<file path="src/rtl/sync_fifo_pkt.sv">
// ---------------------------------------------------------------------------
// sync_fifo_pkt
//   Single-clock FIFO with optional first-word-fall-through output and an
//   optional packet mode. In packet mode, written words stay invisible to
//   the reader until the packet's last word is written. A packet that is
//   explicitly dropped, or that lost a word to overflow, is rolled back so
//   the reader never sees a partial packet.
//
// Parameters
//   DATA_WIDTH  word width
//   ADDR_WIDTH  log2 of depth
//   RAM_STYLE   storage hint for synthesis: "block" or "distributed"
//   FWFT_EN     1 = dout shows the head word without a read request
//   PKT_MODE    1 = words commit on wr_last, 0 = every write commits
//
// Ports
//   clk, rst                   clock, asynchronous active-high reset
//   din, wr_en, wr_last,       write side; wr_last/wr_drop used only in
//   wr_drop                    packet mode
//   full, almost_full,         write-side status; wr_count includes
//   wr_count, overflow,        uncommitted words
//   pkt_dropped
//   dout, rd_en, empty,        read side; rd_count includes the word held
//   almost_empty, rd_count,    in the FWFT output register
//   underflow
//   af_thresh, ae_thresh       quasi-static almost-full/almost-empty levels
// ---------------------------------------------------------------------------
module sync_fifo_pkt #(
  parameter int    DATA_WIDTH = 8,
  parameter int    ADDR_WIDTH = 4,
  parameter string RAM_STYLE  = "distributed",
  parameter bit    FWFT_EN    = 1'b1,
  parameter bit    PKT_MODE   = 1'b0
) (
  input  logic                  clk,
  input  logic                  rst,
  // write side
  input  logic [DATA_WIDTH-1:0] din,
  input  logic                  wr_en,
  input  logic                  wr_last,
  input  logic                  wr_drop,
  output logic                  full,
  output logic                  almost_full,
  output logic [ADDR_WIDTH:0]   wr_count,
  output logic                  overflow,
  output logic                  pkt_dropped,
  // read side
  output logic [DATA_WIDTH-1:0] dout,
  input  logic                  rd_en,
  output logic                  empty,
  output logic                  almost_empty,
  output logic [ADDR_WIDTH:0]   rd_count,
  output logic                  underflow,
  // thresholds
  input  logic [ADDR_WIDTH:0]   af_thresh,
  input  logic [ADDR_WIDTH:0]   ae_thresh
);

  localparam int                DEPTH      = 1 << ADDR_WIDTH;
  localparam int                PW         = ADDR_WIDTH + 1;
  localparam logic [ADDR_WIDTH:0] PTR_ONE  = PW'(1);
  localparam logic [ADDR_WIDTH:0] FULL_CNT = PW'(DEPTH);

  // Storage
  (* ram_style = RAM_STYLE *)
  logic [DATA_WIDTH-1:0] r_mem [DEPTH];

  // Pointers carry one extra wrap bit so full and empty are distinguishable.
  logic [ADDR_WIDTH:0]   r_wr_ptr;   // speculative write pointer
  logic [ADDR_WIDTH:0]   r_cm_ptr;   // end of committed data
  logic [ADDR_WIDTH:0]   r_rd_ptr;   // head word (still held while in ov)
  logic                  r_bad_pkt;
  logic                  r_ov;
  logic [DATA_WIDTH-1:0] r_dout;
  logic                  r_overflow;
  logic                  r_underflow;
  logic                  r_pkt_dropped;

  logic [ADDR_WIDTH:0]   w_wr_count;
  logic [ADDR_WIDTH:0]   w_rd_count;
  logic                  w_full;
  logic                  w_empty;
  logic                  w_drop;
  logic                  w_mem_we;
  logic                  w_commit;
  logic                  w_rd_accept;
  logic [ADDR_WIDTH:0]   w_fetch_ptr;
  logic                  w_fetch_ok;

  // -------------------------------------------------------------------------
  // Status, all derived from registered state
  // -------------------------------------------------------------------------
  assign w_wr_count = r_wr_ptr - r_rd_ptr;
  assign w_rd_count = r_cm_ptr - r_rd_ptr;
  assign w_full     = (w_wr_count == FULL_CNT);
  // In FWFT mode the reader only sees what sits in the output register.
  assign w_empty    = FWFT_EN ? !r_ov : (r_cm_ptr == r_rd_ptr);

  // -------------------------------------------------------------------------
  // Write-side decisions
  // -------------------------------------------------------------------------
  // A wr_last beat that is itself rejected also ends a damaged packet, so a
  // truncated packet can never merge with the next one.
  assign w_drop   = PKT_MODE &&
                    (wr_drop || (wr_en && wr_last && (r_bad_pkt || w_full)));
  assign w_mem_we = wr_en && !w_full && !w_drop;
  assign w_commit = w_mem_we && (!PKT_MODE || wr_last);

  // -------------------------------------------------------------------------
  // Read-side decisions
  // -------------------------------------------------------------------------
  assign w_rd_accept = rd_en && !w_empty;
  // FWFT: when the shown word is consumed, the next one to fetch sits one
  // past the head; otherwise the head itself is fetched.
  assign w_fetch_ptr = (FWFT_EN && w_rd_accept) ? (r_rd_ptr + PTR_ONE) : r_rd_ptr;
  assign w_fetch_ok  = (r_cm_ptr != w_fetch_ptr);

  // NOTE: storage has no reset; pointers alone define which entries are
  // valid, and leaving the array unreset lets it map onto RAM primitives.
  always_ff @(posedge clk) begin
    if (w_mem_we) r_mem[r_wr_ptr[ADDR_WIDTH-1:0]] <= din;
  end

  // NOTE: all state below uses non-blocking assignments so every register
  // samples the pre-edge values of the others, which is what the pointer
  // comparisons above assume.
  always_ff @(posedge clk or posedge rst) begin
    if (rst) begin
      r_wr_ptr      <= '0;
      r_cm_ptr      <= '0;
      r_bad_pkt     <= 1'b0;
      r_overflow    <= 1'b0;
      r_pkt_dropped <= 1'b0;
    end else begin
      r_overflow    <= wr_en && w_full;
      r_pkt_dropped <= w_drop;
      if (w_drop) begin
        // Roll back every uncommitted word, including this beat's.
        r_wr_ptr  <= r_cm_ptr;
        r_bad_pkt <= 1'b0;
      end else begin
        if (w_mem_we) r_wr_ptr <= r_wr_ptr + PTR_ONE;
        if (w_commit) r_cm_ptr <= r_wr_ptr + PTR_ONE;
        if (PKT_MODE && wr_en && w_full) r_bad_pkt <= 1'b1;
      end
    end
  end

  always_ff @(posedge clk or posedge rst) begin
    if (rst) begin
      r_rd_ptr    <= '0;
      r_ov        <= 1'b0;
      r_dout      <= '0;
      r_underflow <= 1'b0;
    end else begin
      r_underflow <= rd_en && w_empty;
      if (w_rd_accept) r_rd_ptr <= r_rd_ptr + PTR_ONE;
      if (FWFT_EN) begin
        // Refill the output register whenever it is free or being consumed.
        if (!r_ov || w_rd_accept) begin
          r_ov <= w_fetch_ok;
          if (w_fetch_ok) r_dout <= r_mem[w_fetch_ptr[ADDR_WIDTH-1:0]];
        end
      end else begin
        r_ov <= 1'b0;
        if (w_rd_accept) r_dout <= r_mem[r_rd_ptr[ADDR_WIDTH-1:0]];
      end
    end
  end

  // -------------------------------------------------------------------------
  // Outputs
  // -------------------------------------------------------------------------
  assign full         = w_full;
  assign almost_full  = (w_wr_count >= af_thresh);
  assign wr_count     = w_wr_count;
  assign overflow     = r_overflow;
  assign pkt_dropped  = r_pkt_dropped;
  assign dout         = r_dout;
  assign empty        = w_empty;
  assign almost_empty = (w_rd_count <= ae_thresh);
  assign rd_count     = w_rd_count;
  assign underflow    = r_underflow;

endmodule

</file>
<file path="config.mk">
export PLATFORM = sky130hd
export DESIGN_NAME = sync_fifo_pkt
export DESIGN_NICKNAME = d
export VERILOG_FILES = /design/src/rtl/sync_fifo_pkt.sv
export SDC_FILE = /design/constraint.sdc
export NUM_CORES = 1
export LEC_CHECK = 0
export BUFFER_PORTS_ARGS = -buffer_cell sky130_fd_sc_hd__buf_2
export CAP_MARGIN = 30
export CORE_UTILIZATION = 55
export CTS_CLUSTER_SIZE = 40
export DETAILED_ROUTE_END_ITERATION = 8
export PLACE_DENSITY_LB_ADDON = 0.3
export SETUP_SLACK_MARGIN = 0.15
export SLEW_MARGIN = 20
export SYNTH_ARGS = -nofsm -noshare
export SYNTH_HDL_FRONTEND = slang
export SYNTH_SLANG_ARGS = --single-unit
</file>
<file path="constraint.sdc">
create_clock -name clk -period 9.6 [get_ports clk]
set_clock_uncertainty 0.2 [all_clocks]
set_input_delay 0.48 -clock clk [delete_from_list [all_inputs] [get_ports clk]]
set_output_delay 0.48 -clock clk [all_outputs]
set_load 0.02 [all_outputs]
</file>
==> metrics.yaml <==
sta:
  grt_setup_unrepaired: "false"
  setup-tns-final_ns: 0
  timing.slew.headroom_pct: 33.6
  setup_violations: 0
  min_period_ns: 4.20
  tightest_slew_ns: 0.996
  hold_viol_final: 0
  timing.hold.ws_ns: 0.186
  timing.fmax_mhz: 238
  drv_slew: 0
  fin_crit_sh_pct: 43.8
global_routing:
  first_global_vias: 4334
  antenna_found_initial: 0
  use_met1_pct: 31.5
  grt-ovfl-total: 0
  grt_use_total_pct: 24.8
  use_met2_pct: 40.5
  busiest_layer: "met2"
  grt_max_degree: 54
  grt_pass1_wl_microns: 23600
  grt_use_met3_pct: 6.07
setup_path:
  crit_end: "almost_full"
  r2r-end: "r_mem[7][6]$_DFFE_PP_"
  cp_max_fo: 15
  arrival_ns: 3.52
  cp_data_required_time_ns: 8.92
  rr_startpoint: "r_rd_ptr[1]$_DFF_PP0_"
  reg2reg_depth: 8
  reg2reg_slack_ns: 5.56
  crit_type: "flop to primary output"
  critPathCaptureType: "primary output"
  startpoint: "r_rd_ptr[1]$_DFF_PP0_"
  cp-start-kind: "flop"
synth:
  syn_nets: 519
  synth_edf_count: 128
  syn_avg_cell_area_sq_um: 15.1
  ys_async_sr_fraction_pct: 14.1
  ys.flop_type: "edfxtp_1"
  ys_ff_latch: 149
  syn_area_sq_um: 7230
  ys_seq_area_share_pct: 60.4
  netlist-cell-type-count: 62
  synthCells: 478
  ys.warnings.count: 0
place:
  io_buffers: 45
  place.gp.congestion: 0.819
  dp_hpwl_microns: 10100
clocking:
  max-clock-path-buffers: 2
  clock-sinks: 149
  clk_latency_ns: 0.43
  cts_tree: "done"
  cts-buffers-inserted: 17
  cts_root_buf: "clkbuf_16"
  clk_pin_slew_ns: 0.06
  htree_levels: 4
  cts_resized: 0
detailed_routing:
  first_pass_iters: 5
  ant_nets: 0
  drtIter0Drc: 276
  drt-vias-per-instance: 6.28
  wl_per_cell_microns: 22.0
  via_count: 4420
  drcViolationCount: 0
  wl_microns: 15500
floorplanning:
  initial_core_util_pct: 56.9
  ioPinCount: 49
  coreArea_sq_um: 12700
  num_rows: 41
  fp.dieW_microns: 117
  die_area_sq_um: 13600
  die_h_microns: 117
pwr:
  p_leak_nw: 3.09
  vdd_drop_max_mv: 0.187
  power_density_nw_per_um2: 366
cells_and_area:
  syn_to_final_growth_pct: 13.1
  seq_area_sq_um: 4370
  nets: 560
  drive_gt1_share_pct: 24.2
  antenna_cells: 0
  fillCellCount: 929
  multiInputGateArea_sq_um: 2590
run_status:
  status: "complete, no violations"
hold_path:
  hp-class: "input port to flop"
flow_run:
  max_cap_violations: 0
-- per-layer routing --
layer / vias up / wire [microns]
met5: - / 0
met4: 0 / 416
met3: 33 / 950
met2: 192 / 7770
met1: 2258 / 6380
li1: 1937 / -
-- sequential cells by signal, summed over array words and instances, names as in the netlist --
name and cells:
r_cm_ptr 5, overflow 1, r_rd_ptr 5, dout 8, r_mem 128, underflow 1
r_ov 1
-- stage by stage --
stage                     worst slack [ns]  utilization (%)  power [mW]  instances  instance area [sq um]
after floorplan                       6.16                -        2.00        478                   7230
after global placement                5.56             59.0        2.27        669                   7510
after detailed placement              5.53             59.0        2.30        669                   7510
after CTS                             5.34             64.0        3.00        701                   8140
after global routing                  5.11             64.3        3.16        704                   8180
final                                 5.40             64.3        3.00        704                   8180
-- report_power, final --
group	switching, mW	total [mW]	internal, mW
Sequential	0.0838	0.890	0.807
Clock	0.268	0.693	0.425
Combinational	0.818	1.41	0.595
-- cell families after synthesis --
logic type,count (synthesis),synth area share (%)
other cells,1,0.0518
simple gates,73,5.92
fa+ha+maj,18,3.18
buf+inv,53,3.81
flops,149,60.4
compound gates,80,8.16
xor+xnor,18,2.73
mux,86,15.7
-- final cells by class --
| class | count | share of cell area [%] |
|---|---|---|
| Clock inverter | 13 | 2.11 |
| Timing Repair Buffer | 51 | 3.58 |
| Inverter | 24 | 1.10 |
| Multi-Input combinational cell | 276 | 31.6 |
| Tap cell | 172 | 2.63 |
| Sequential cell | 149 | 53.4 |
| Clock buffer | 19 | 5.54 |
-- critical path, cell delays in order (launching register included) --
cell and delay [ns]:
dfrtp_1 0.87, inv_1 0.19, fa_1 0.65, ha_1 0.26, a221oi_1 0.26, o21bai_1 0.14
inv_1 0.05, maj3_1 0.34, a21o_1 0.18, buf_2 0.15
-- Yosys cell counts, drive strengths merged, types with 9 or more instances --
library cell    n  area, sq um
edfxtp        128         3840
mux2           38          458
mux2i          32          320
buf            24          166
inv            24         90.1
dfrtp          21          526
nand2          19         78.8
ha             16          200
mux4           16          360
and3           14         87.6
o22ai          14         87.6
nand3          11         60.1
xnor2          11          123
o31ai           9         67.6
-- how the worst min path moves through the flow --
stage,cells past startpoint,endpoint,from
floorplan,1,dout[0]$_DFFE_PP0P_,rst
global placement,1,r_rd_ptr[4]$_DFF_PP0_,r_rd_ptr[4]$_DFF_PP0_
detailed placement,1,dout[2]$_DFFE_PP0P_,dout[2]$_DFFE_PP0P_
CTS,2,r_rd_ptr[4]$_DFF_PP0_,rst
global route,2,overflow$_DFF_PP0_,wr_en
finish,3,r_cm_ptr[1]$_DFFE_PP0P_,wr_en
-- placed cells by master (no fill, tap or decap), types with 5 or more instances in the layout --
master and n:
a21oi_1 6, a221oi_1 7, a22o_1 6, and2_1 7
and3_1 14, buf_2 45, clkbuf_16 17, dfrtp_1 20
edfxtp_1 128, ha_1 16, inv_1 23, mux2_1 19
mux2_2 11, mux2_4 8, mux2i_1 32, mux4_2 16
nand2_1 18, nand3_1 10, nor2b_1 5, o211ai_1 7
o22ai_1 14, o31ai_1 9, xnor2_1 9, xor2_1 6
-- what timing repair did --
action,CTS,global route
hold endpoints to repair,0,6
hold buffers,0,1
buffers inserted,0,0
No activity file was read; power rests on OpenSTA's default activity.
